**config.mk**
```make
export PLATFORM = sky130hd
export DESIGN_NAME = cordic_sweep_ctrl
export DESIGN_NICKNAME = d
export VERILOG_FILES = /design/src/rtl/cordic_sweep_ctrl.sv
export SDC_FILE = /design/constraint.sdc
export NUM_CORES = 1
export LEC_CHECK = 0
export BUFFER_PORTS_ARGS = -buffer_cell sky130_fd_sc_hd__buf_2
export CORE_AREA = 4 4 121 123
export CTS_CLUSTER_SIZE = 24
export DETAILED_ROUTE_END_ITERATION = 7
export DIE_AREA = 0 0 125 127
export PLACE_DENSITY = 0.87
export SLEW_MARGIN = 15
export SYNTH_ARGS = -nofsm -noshare
export SYNTH_HDL_FRONTEND = slang
export SYNTH_SLANG_ARGS = --single-unit
```
**constraint.sdc**
```tcl
create_clock -name clock -period 3.55 [get_ports clock]
set_input_delay 0.1775 -clock clock [delete_from_list [all_inputs] [get_ports clock]]
set_output_delay 0.1775 -clock clock [all_outputs]
set_load 0.01 [all_outputs]
```
**src/rtl/cordic_sweep_ctrl.sv**
```systemverilog
// cordic_sweep_ctrl: linear frequency-sweep sequencer for the CORDIC angle
// generator. It latches start/stop/step/dwell on a start pulse, then walks
// freq_out from f_start towards f_stop, holding each point dwell+1 cycles.
// The final point is clamped to f_stop exactly, so freq_out never wraps.
//
// Optional build feature: define SWEEP_LOOP_EN to add the `loop` input, which
// restarts the sweep from the latched f_start after each completed pass.
//
// Handshake: start and abort are single-cycle requests with no ready output.
// start is accepted only at an edge where the FSM is in IDLE and abort is low;
// a start seen at any other edge is dropped, never queued. abort is always
// accepted and wins over start.
module cordic_sweep_ctrl #(
  parameter int FREQ_WIDTH  = 16,
  parameter int DWELL_WIDTH = 16
) (
  input  logic                   clock,
  input  logic                   reset,
  input  logic                   start,
  input  logic                   abort,
`ifdef SWEEP_LOOP_EN
  input  logic                   loop,
`endif
  input  logic [FREQ_WIDTH-1:0]  f_start,
  input  logic [FREQ_WIDTH-1:0]  f_stop,
  input  logic [FREQ_WIDTH-1:0]  f_step,
  input  logic [DWELL_WIDTH-1:0] dwell,
  output logic [FREQ_WIDTH-1:0]  freq_out,
  output logic                   freq_valid,
  output logic                   step_tick,
  output logic                   busy,
  output logic                   done,
  output logic [1:0]             state_dbg
);

  typedef enum logic [1:0] {
    S_IDLE = 2'd0,
    S_RUN  = 2'd1,
    S_LAST = 2'd2
  } state_t;

  state_t                 state;
  state_t                 state_n;

  // Configuration captured at the accepted start edge.
  logic [FREQ_WIDTH-1:0]  start_l;
  logic [FREQ_WIDTH-1:0]  stop_l;
  logic [FREQ_WIDTH-1:0]  step_l;
  logic [DWELL_WIDTH-1:0] dwell_l;
  logic                   dir_up_l;

  logic [DWELL_WIDTH-1:0] cnt;
  logic [DWELL_WIDTH-1:0] cnt_n;
  logic [FREQ_WIDTH-1:0]  freq_n;
  logic                   busy_n;
  logic                   valid_n;
  logic                   tick_n;
  logic                   done_n;
  logic                   cfg_load;

  // One extra bit on both candidates so carry (up) and borrow (down) are
  // visible; that bit is what keeps freq_out from wrapping past f_stop.
  logic [FREQ_WIDTH:0]    sum_w;
  logic [FREQ_WIDTH:0]    diff_w;
  logic                   hit_stop;
  logic                   point_end;
  logic                   single_in;
  logic                   single_l;
  logic                   loop_req;

`ifdef SWEEP_LOOP_EN
  assign loop_req = loop;
`else
  assign loop_req = 1'b0;
`endif

  assign sum_w     = {1'b0, freq_out} + {1'b0, step_l};
  assign diff_w    = {1'b0, freq_out} - {1'b0, step_l};
  assign hit_stop  = dir_up_l ? (sum_w >= {1'b0, stop_l})
                              : (diff_w[FREQ_WIDTH] || (diff_w[FREQ_WIDTH-1:0] <= stop_l));
  assign point_end = (cnt == dwell_l);

  // A sweep that cannot move (no step, or already at the stop value) is a
  // single point and goes straight to LAST.
  assign single_in = (f_start == f_stop) || (f_step == '0);
  assign single_l  = (start_l == stop_l) || (step_l == '0);

  assign state_dbg = state;

  // State register.
  always_ff @(posedge clock or posedge reset) begin
    if (reset) state <= S_IDLE;
    else       state <= state_n;
  end

  // Next-state and next-datapath decode; abort overrides every state.
  always_comb begin
    state_n  = state;
    freq_n   = freq_out;
    busy_n   = busy;
    valid_n  = freq_valid;
    tick_n   = 1'b0;
    done_n   = 1'b0;
    cfg_load = 1'b0;
    cnt_n    = cnt + 1'b1;
    if (abort) begin
      state_n = S_IDLE;
      freq_n  = '0;
      busy_n  = 1'b0;
      valid_n = 1'b0;
      cnt_n   = '0;
    end else begin
      case (state)
        S_IDLE: begin
          cnt_n = '0;
          if (start) begin
            cfg_load = 1'b1;
            freq_n   = f_start;
            busy_n   = 1'b1;
            valid_n  = 1'b1;
            tick_n   = 1'b1;
            state_n  = single_in ? S_LAST : S_RUN;
          end
        end
        S_RUN: begin
          if (point_end) begin
            cnt_n  = '0;
            tick_n = 1'b1;
            if (hit_stop) begin
              freq_n  = stop_l;
              state_n = S_LAST;
            end else begin
              freq_n = dir_up_l ? sum_w[FREQ_WIDTH-1:0] : diff_w[FREQ_WIDTH-1:0];
            end
          end
        end
        S_LAST: begin
          if (point_end) begin
            cnt_n  = '0;
            done_n = 1'b1;
            if (loop_req) begin
              freq_n  = start_l;
              tick_n  = 1'b1;
              state_n = single_l ? S_LAST : S_RUN;
            end else begin
              state_n = S_IDLE;
              busy_n  = 1'b0;
              valid_n = 1'b0;
            end
          end
        end
        default: begin
          state_n = S_IDLE;
          freq_n  = '0;
          busy_n  = 1'b0;
          valid_n = 1'b0;
          cnt_n   = '0;
        end
      endcase
    end
  end

  // Output and dwell-counter registers; freq_out holds after normal completion.
  always_ff @(posedge clock or posedge reset) begin
    if (reset) begin
      freq_out   <= '0;
      freq_valid <= 1'b0;
      step_tick  <= 1'b0;
      busy       <= 1'b0;
      done       <= 1'b0;
      cnt        <= '0;
    end else begin
      freq_out   <= freq_n;
      freq_valid <= valid_n;
      step_tick  <= tick_n;
      busy       <= busy_n;
      done       <= done_n;
      cnt        <= cnt_n;
    end
  end

  // Configuration capture; untouched for the rest of the sweep.
  always_ff @(posedge clock or posedge reset) begin
    if (reset) begin
      start_l  <= '0;
      stop_l   <= '0;
      step_l   <= '0;
      dwell_l  <= '0;
      dir_up_l <= 1'b1;
    end else if (cfg_load) begin
      start_l  <= f_start;
      stop_l   <= f_stop;
      step_l   <= f_step;
      dwell_l  <= dwell;
      dir_up_l <= (f_start <= f_stop);
    end
  end

endmodule
```
==> results.py, run 1 <==
metrics = {
    "timing": {
        "fin_crit_sh_pct": 113,
        "report.final.hold_viol_count": 0,
        "finalCriticalPeriod_ps": 4010,
        "fmax_mhz": 250,
        "rsz0062_at_grt": "true",
        "worst_clock_skew_ps": 12.0,
        "timing_worst_slew_pin_value_ps": 961,
        "max_slew_margin_pct": 35.9,
        "setup_viol_count_final": 18,
        "report.final.slew_viol_count": 0,
        "timing.hold.ws_ps": 8.83,
        "worst_slack_ps": -457,
    },
    "grt": {
        "grt_antenna_before_repair": 0,
        "grt_start_max_net_pins": 48,
        "gr-usage-all-layers_pct": 31.2,
        "grt_overflow": 0,
        "global_route_wire_length_before_repair_mm": 39.4,
        "number_of_global_route_vias_before_repair": 7538,
    },
    "clock_network": {
        "cts.root.buffer_cell": "sky130_fd_sc_hd__clkbuf_16",
        "worst_skew_pair.late_latency_ps": 360,
        "cts_num_sinks": 86,
        "cts.clk_slew.worst_paths_ps": 80,
        "cts_tree": "done",
        "numCtsBuffers": 9,
        "clockBufferDepth": 2,
        "ctsHtreeMaxLevel": 3,
    },
    "pwr": {
        "p_leak_nw": 4.67,
        "pwr-share-seq_pct": 13.9,
        "clockPowerShare_pct": 8.4,
        "switchingPower_mw": 5.76,
        "power.combinational.fraction_pct": 77.8,
        "cellInternalPower_mw": 6.09,
        "switching_share_pct": 48.6,
        "power_mw": 11.8,
        "pwr_density_cell_mw_per_mm2": 1240,
        "irDropWorstVdd_mv": 0.553,
    },
    "floorplanning": {
        "num_rows": 43,
        "effective_utilization_at_floorplan_pct": 52.4,
        "die_height_um": 127,
        "dieArea_mm2": 0.0159,
        "die-width_um": 125,
        "core_region_area_mm2": 0.0137,
        "io_pins": 90,
    },
    "final_layout": {
        "insertedDiodeCount": 0,
        "final_nets": 1260,
        "finish.instance_area_mm2": 0.00957,
        "nFillCells": 1041,
        "post_route_cells_drive_above_1_share_pct": 30.5,
        "final_util_pct": 70.0,
        "layout_common_cells": "sky130_fd_sc_hd__buf_4 (153), sky130_fd_sc_hd__nand2_1 (118), sky130_fd_sc_hd__buf_2 (89), sky130_fd_sc_hd__dfrtp_1 (85), sky130_fd_sc_hd__ha_1 (75)",
        "layout-area-overhead-vs-synth_pct": 33.5,
        "final_cell_count_no_fill": 1291,
        "final_common_cell": "sky130_fd_sc_hd__buf_4",
    },
    "synth": {
        "synth.top_cells.by_area": "sky130_fd_sc_hd__dfrtp_1 (30%), sky130_fd_sc_hd__ha_1 (15%), sky130_fd_sc_hd__nand2_1 (6.2%), sky130_fd_sc_hd__o21ai_0 (5.2%), sky130_fd_sc_hd__a21oi_1 (4.8%)",
        "synth_area_leader_cell": "sky130_fd_sc_hd__dfrtp_1",
        "synth_warnings": 0,
        "synth.avg_cell_area_um2": 8.17,
        "synth-edff-count": 0,
        "netlist_instances": 877,
        "synth_largest_type_area_fraction_pct": 29.7,
        "postSynthNetCount": 1031,
        "synth.yosys.seq_area_share_pct": 30.0,
        "syn_area_mm2": 0.00717,
        "synth_cell_types": 68,
        "ys_seq_elements": 86,
        "synth_ff_type": "sky130_fd_sc_hd__dfrtp_1",
        "ys_async_sr_fraction_pct": 100,
    },
    "detailed_routing": {
        "wl_per_cell_um": 19.6,
        "detailroute.via_count": 7652,
        "dr.pass1.iters": 5,
        "detail_route.iter0.violations": 753,
        "drt_antenna_net_count": 0,
        "finalWirelength_mm": 25.2,
        "vias_per_cell": 5.93,
        "drc_errors": 0,
    },
    "critical_path": {
        "critical_path.reg2reg.endpoint": "freq_out[4]$_DFFE_PP0P_",
        "cp_common_cell": "sky130_fd_sc_hd__buf_4",
        "setup.reg_to_reg.worst_slack_ps": -460,
        "slowest_delay_ps": 410,
        "rr_startpoint": "freq_out[0]$_DFFE_PP0P_",
        "crit_arrival_ps": 4300,
        "timing.reg2reg.worst_path_depth": 22,
        "crit_type": "reg2reg",
        "slowest_cell_on_the_critical_path": "sky130_fd_sc_hd__dfrtp_1",
        "path_cells": "inv_2, ha_4, buf_4, nor2b_4, o31a_1, o2111a_2, o21ai_2, a21oi_1, nor2_1, xnor2_1, ha_1, nand4_1, nor2_2, o211ai_1, o21ai_2, buf_4, o311ai_4, buf_4, buf_4, nand3_1, o211ai_1, a21oi_1",
        "crit_path_start_kind": "flip-flop",
        "critPathRequiredTime_ps": 3840,
        "critPathCaptureType": "flip-flop",
        "worst-path-max-fanout": 4,
    },
    "hold_path": {
        "min_to": "dwell_l[8]$_DFFE_PP0P_",
        "timing.hold.worst.class": "in2reg",
        "min_from": "dwell[8]",
        "hold_path_stages": 3,
    },
    "place": {
        "place_inst": 1252,
        "placed_cell_area_mm2": 0.00883,
        "placer_congestion_estimate": 0.998,
        "portBuffers": 89,
        "dp.final_hpwl_mm": 18.7,
    },
    "flow_run": {
        "timing.max_cap.violations": 0,
    },
    "status": {
        "run_status": "finished, violations left",
        "violations": "negative setup slack",
    },
}
[cells by family (layout without fill, tap and decap cells)]
family          Yosys count  count (layout)  synth area share, %
compound gates          228             228                 20.5
xor+xnor                 59              59                 7.21
fa+ha+maj                86              86                 15.2
buf+inv                 116             349                 6.42
flops                    86              86                 30.0
mux                      13              13                 1.90
simple gates            289             290                 18.7
[synth_stat cells (2+ instances only)]
| cell type | count |
|---|---|
| sky130_fd_sc_hd__a21o_1 | 5 |
| sky130_fd_sc_hd__nor2_1 | 56 |
| sky130_fd_sc_hd__buf_2 | 8 |
| sky130_fd_sc_hd__dfrtp_1 | 85 |
| sky130_fd_sc_hd__and4_1 | 2 |
| sky130_fd_sc_hd__xnor2_1 | 32 |
| sky130_fd_sc_hd__a31oi_1 | 8 |
| sky130_fd_sc_hd__buf_4 | 2 |
| sky130_fd_sc_hd__o31a_1 | 2 |
| sky130_fd_sc_hd__a221oi_1 | 3 |
| sky130_fd_sc_hd__nor4_1 | 13 |
| sky130_fd_sc_hd__xor2_1 | 27 |
| sky130_fd_sc_hd__nand2b_1 | 8 |
| sky130_fd_sc_hd__o2111ai_1 | 4 |
| sky130_fd_sc_hd__o211ai_1 | 7 |
| sky130_fd_sc_hd__o311ai_0 | 3 |
| sky130_fd_sc_hd__o2111a_1 | 2 |
| sky130_fd_sc_hd__o21a_1 | 11 |
| sky130_fd_sc_hd__mux2i_1 | 8 |
| sky130_fd_sc_hd__nor2b_1 | 7 |
| sky130_fd_sc_hd__nand2_1 | 118 |
| sky130_fd_sc_hd__clkbuf_1 | 24 |
| sky130_fd_sc_hd__a211oi_1 | 5 |
| sky130_fd_sc_hd__ha_1 | 84 |
| sky130_fd_sc_hd__and3_1 | 8 |
| sky130_fd_sc_hd__or3_1 | 8 |
| sky130_fd_sc_hd__inv_1 | 80 |
| sky130_fd_sc_hd__o31ai_1 | 7 |
| sky130_fd_sc_hd__mux2_2 | 5 |
| sky130_fd_sc_hd__o21ai_0 | 75 |
| sky130_fd_sc_hd__nor2_2 | 2 |
| sky130_fd_sc_hd__nor3b_1 | 2 |
| sky130_fd_sc_hd__a21boi_0 | 2 |
| sky130_fd_sc_hd__nand3_1 | 30 |
| sky130_fd_sc_hd__or2_2 | 2 |
| sky130_fd_sc_hd__o221a_2 | 2 |
| sky130_fd_sc_hd__nor3_1 | 14 |
| sky130_fd_sc_hd__a21oi_1 | 69 |
| sky130_fd_sc_hd__a2111oi_0 | 2 |
| sky130_fd_sc_hd__and2_1 | 5 |
| sky130_fd_sc_hd__fa_1 | 2 |
| sky130_fd_sc_hd__nand4_1 | 11 |
| sky130_fd_sc_hd__a211oi_2 | 2 |
[power by group through the flow]
| stage | registers [mW] | clock network, mW | logic (mW) |
|---|---|---|---|
| CTS | 1.62 | 0.992 | 8.49 |
| global route | 1.68 | 1.03 | 9.90 |
| floorplan | 1.62 | 0 | 4.96 |
| global placement | 1.60 | 0 | 7.82 |
| detailed placement | 1.63 | 0 | 7.95 |
| finish | 1.64 | 0.989 | 9.21 |
[layout make-up]
| cell class | count | area [um^2] | share of cell area, % |
|---|---|---|---|
| Clock buffer | 9 | 225 | 2.35 |
| Clock inverter | 7 | 73.8 | 0.772 |
| Inverter | 80 | 308 | 3.22 |
| Multi-Input combinational cell | 676 | 4860 | 50.8 |
| Sequential cell | 86 | 2150 | 22.5 |
| Tap cell | 180 | 225 | 2.35 |
| Timing Repair Buffer | 253 | 1720 | 18.0 |
[critical path, delay by kind of cell, from the launching register on]
family | cells | cell delay [ps]
XOR/XNOR | 1 | 140
adder cells (fa/ha/maj) | 2 | 490
buffers and inverters | 5 | 690
AND/OR/NAND/NOR | 5 | 550
AO/OA/AOI/OAI | 9 | 1640
flip-flops | 1 | 410
[worst max-delay path by stage]
stage          cells past startpoint                  endpoint  slack, ps                    start
4_1_cts                           18  freq_out[12]$_DFFE_PP0P_       -380    step_l[1]$_DFFE_PP0P_
6_report                          22   freq_out[4]$_DFFE_PP0P_       -460  freq_out[0]$_DFFE_PP0P_
3_3_place_gp                      14  freq_out[12]$_DFFE_PP0P_       -470  freq_out[1]$_DFFE_PP0P_
2_1_floorplan                     17  freq_out[12]$_DFFE_PP0P_       -120  freq_out[5]$_DFFE_PP0P_
5_1_grt                           22   freq_out[4]$_DFFE_PP0P_       -560  freq_out[0]$_DFFE_PP0P_
3_5_place_dp                      14  freq_out[12]$_DFFE_PP0P_       -580  freq_out[1]$_DFFE_PP0P_
[through the flow]
step           worst slack (ps)  setup TNS, ps
5_1_grt                    -562          -8870
4_1_cts                    -378          -5030
6_report                   -457          -6860
2_1_floorplan              -124           -247
3_3_place_gp               -470          -6290
3_5_place_dp               -583          -7850
[layer usage]
layer / global-route usage, % / up-vias / routed length [um]
met1: 38.4 / 3615 / 9830
met2: 52.9 / 411 / 12000
met4: 14.8 / 0 / 1250
li1: - / 3538 / -
met5: 0 / - / 0
met3: 6.19 / 88 / 2140
[registers in the layout, indices dropped and copies added, names as in the netlist]
name and flops:
busy 1, freq_out 16, step_l 16, dwell_l 16
dir_up_l 1, cnt 16, state_dbg 2, done 1
step_tick 1, stop_l 16
[what timing repair did]
| action | CTS | global route |
|---|---|---|
| resized for setup | 33 | 31 |
| pin swaps | 25 | 19 |
| setup endpoints to repair | 18 | 18 |
| cloned | 1 | 0 |
| hold buffers | 7 | 0 |
| hold endpoints to repair | 34 | 0 |
| buffers inserted | 7 | 8 |
(Power assumes the default switching activity.)
==> inputs of run 2 (changes only) <==
--- a/config.mk
+++ b/config.mk
@@ -6,11 +6,11 @@
 export NUM_CORES = 1
 export LEC_CHECK = 0
 export BUFFER_PORTS_ARGS = -buffer_cell sky130_fd_sc_hd__buf_2
-export CORE_AREA = 4 4 121 123
+export CORE_AREA = 4 4 115 117
 export CTS_CLUSTER_SIZE = 24
 export DETAILED_ROUTE_END_ITERATION = 7
-export DIE_AREA = 0 0 125 127
-export PLACE_DENSITY = 0.87
+export DIE_AREA = 0 0 119 121
+export PLACE_DENSITY = 0.91
 export SLEW_MARGIN = 15
 export SYNTH_ARGS = -nofsm -noshare
 export SYNTH_HDL_FRONTEND = slang
==> constraint.sdc (replaced) <==
create_clock -name clock -period 4.4 [get_ports clock]
set_input_delay 0.22 -clock clock [delete_from_list [all_inputs] [get_ports clock]]
set_output_delay 0.22 -clock clock [all_outputs]
set_load 0.01 [all_outputs]
==> run 2 against run 1 <==
The run now ends clean; cell area decreased by 14%; register-to-register slack better by 680 ps; fmax is 4.1% lower; clock power shrank 20%; global-route usage grew 0.082 points; die area down 9.3%; sequential share of layout area grew 3.7 points; non-clock buffer count decreased by 133; clock-buffer cell count unchanged; critical path type unchanged.
==> results.py, run 2 (synthesis results as in run 1) <==
metrics = {
    "timing": {
        "fin_crit_sh_pct": 95.0,
        "fmax_mhz": 239,
        "max_slew_margin_pct": 39.8,
        "timing_worst_slew_pin_value_ps": 901,
        "report.final.hold_viol_count": 0,
        "finalCriticalPeriod_ps": 4180,
        "rsz0062_at_grt": "true",
        "setup_viol_count_final": 0,
        "report.final.slew_viol_count": 0,
        "worst_clock_skew_ps": 12.6,
    },
    "place": {
        "portBuffers": 89,
        "dp.final_hpwl_mm": 17.0,
        "placer_congestion_estimate": 1.01,
        "place_inst": 1132,
    },
    "detailed_routing": {
        "drt_antenna_net_count": 0,
        "drc_errors": 0,
        "finalWirelength_mm": 22.2,
        "detail_route.iter0.violations": 632,
        "detailroute.via_count": 6958,
        "dr.pass1.iters": 5,
        "vias_per_cell": 6.06,
        "wl_per_cell_um": 19.3,
    },
    "final_layout": {
        "sequential_area_mm2": 0.00215,
        "final_nets": 1126,
        "layout_common_cells": "sky130_fd_sc_hd__nand2_1 (118), sky130_fd_sc_hd__buf_2 (89), sky130_fd_sc_hd__dfrtp_1 (85), sky130_fd_sc_hd__ha_1 (82), sky130_fd_sc_hd__inv_1 (79)",
        "final_util_pct": 66.6,
        "layout-area-overhead-vs-synth_pct": 14.8,
        "final_common_cell": "sky130_fd_sc_hd__nand2_1",
        "post_route_cells_drive_above_1_share_pct": 17.0,
        "nFillCells": 980,
        "insertedDiodeCount": 0,
        "final_cell_count_no_fill": 1149,
        "area_of_the_multi_input_gates_mm2": 0.00458,
    },
    "grt": {
        "number_of_global_route_vias_before_repair": 6806,
        "gr-usage-all-layers_pct": 31.3,
        "global_route_wire_length_before_repair_mm": 35.6,
        "grt_overflow": 0,
        "grt_start_max_net_pins": 62,
        "grt_antenna_before_repair": 0,
    },
    "floorplanning": {
        "effective_utilization_at_floorplan_pct": 58.0,
        "die-width_um": 119,
        "dieArea_mm2": 0.0144,
        "die_height_um": 121,
        "num_rows": 41,
        "core_region_area_mm2": 0.0124,
        "io_pins": 90,
    },
    "clock_network": {
        "numCtsBuffers": 9,
        "cts_num_sinks": 86,
        "cts.clk_slew.worst_paths_ps": 80,
        "worst_skew_pair.late_latency_ps": 360,
        "cts.root.buffer_cell": "sky130_fd_sc_hd__clkbuf_16",
        "ctsHtreeMaxLevel": 3,
        "cts_tree": "done",
        "clockBufferDepth": 2,
        "postCtsSetupBuffers": 0,
    },
    "status": {
        "run_status": "finished, final reports clean",
    },
    "pwr": {
        "p_leak_nw": 3.98,
        "irDropWorstVdd_mv": 0.404,
        "pwr_density_cell_mw_per_mm2": 933,
    },
    "critical_path": {
        "crit_type": "reg2reg",
        "crit_path_start_kind": "flip-flop",
        "critPathRequiredTime_ps": 4640,
        "slowest_cell_on_the_critical_path": "sky130_fd_sc_hd__dfrtp_1",
        "worst-path-max-fanout": 9,
        "critPathCaptureType": "flip-flop",
        "path_cells": "inv_1, ha_1, nor2b_1, o31a_1, o2111a_1, o21ai_1, a21oi_1, nor2_1, xnor2_1, ha_1, nand4_1, nor2_1, o211ai_1, o21ai_1, o311a_4, nor2_2, buf_4, o211a_1, o221a_2",
        "crit_arrival_ps": 4420,
        "setup.worst_path.start": "step_l[1]$_DFFE_PP0P_",
        "slowest_delay_ps": 390,
        "rr_startpoint": "step_l[1]$_DFFE_PP0P_",
    },
    "hold_path": {
        "timing.hold.worst.class": "in2reg",
        "min_from": "dwell[4]",
    },
    "flow_run": {
        "timing.max_cap.violations": 0,
    },
}
-- run 2: cell types whose count changed in the layout (fill, tap and decap cells not counted), sizes merged --
| cell | change |
|---|---|
| dlygate4sd3 | -6 |
| inv | -1 |
| nor2 | -1 |
| clkinv | +2 |
| buf | -127 |
| clkinvlp | -1 |
-- run 2: worst max-delay path: cells and delay by family (launching register included) --
kind                     cells  cell delay, ps
buffers and inverters        2             270
AO/OA/AOI/OAI                9            2000
flip-flops                   1             390
adder cells (fa/ha/maj)      2             630
AND/OR/NAND/NOR              5             630
XOR/XNOR                     1             140
-- run 2: final cells by class --
| class | instances | area share (%) |
|---|---|---|
| Sequential cell | 86 | 26.2 |
| Inverter | 80 | 3.66 |
| Clock buffer | 9 | 2.74 |
| Multi-Input combinational cell | 675 | 55.6 |
| Clock inverter | 7 | 0.927 |
| Tap cell | 172 | 2.62 |
| Timing Repair Buffer | 120 | 8.27 |
-- run 2: routing by layer --
metal / routed length [um] / up-vias / track usage [%]
met1: 9040 / 3287 / 39.8
met5: 0 / - / 0
met2: 10600 / 359 / 52.6
met3: 1880 / 52 / 6.20
li1: - / 3260 / -
met4: 641 / 0 / 12.0
-- run 2: metrics by stage --
stage	instance area, um^2	total power [mW]	hold WS, ps	worst slack [ps]	setup TNS [ps]
after floorplan	7170	5.08	325	562	0
after global placement	7900	6.59	246	309	0
after detailed placement	7900	6.63	247	264	0
after CTS	8210	7.47	36.9	202	0
after global routing	8230	8.26	51.5	-6.01	-6.01
final	8230	7.68	41.0	220	0
-- run 2: final timing paths --
kind	slack [ps]	cells after the start	endpoint
worst min register to register	510	2	dwell_l[9]$_DFFE_PP0P_
worst max register to register	220	19	freq_out[5]$_DFFE_PP0P_
worst max-delay path	220	19	freq_out[5]$_DFFE_PP0P_
max in group asynchronous	2870	4	stop_l[9]$_DFFE_PP0P_
min in group asynchronous	400	3	step_l[2]$_DFFE_PP0P_
worst min-delay path	40	3	dwell_l[4]$_DFFE_PP0P_
-- run 2: timing repair --
action,CTS,global route
hold buffers,1,0
resized for setup,0,9
hold endpoints to repair,25,0
endpoints found under the setup margin,0,17
-- run 2: report_power, final --
part           internal, mW  switching [mW]  leakage (nW)  total (mW)
logic                  2.21            3.33          2.73        5.54
clock network         0.402           0.386         0.147       0.788
registers              1.09           0.265          1.11        1.35
total                  3.70            3.98          3.98        7.68
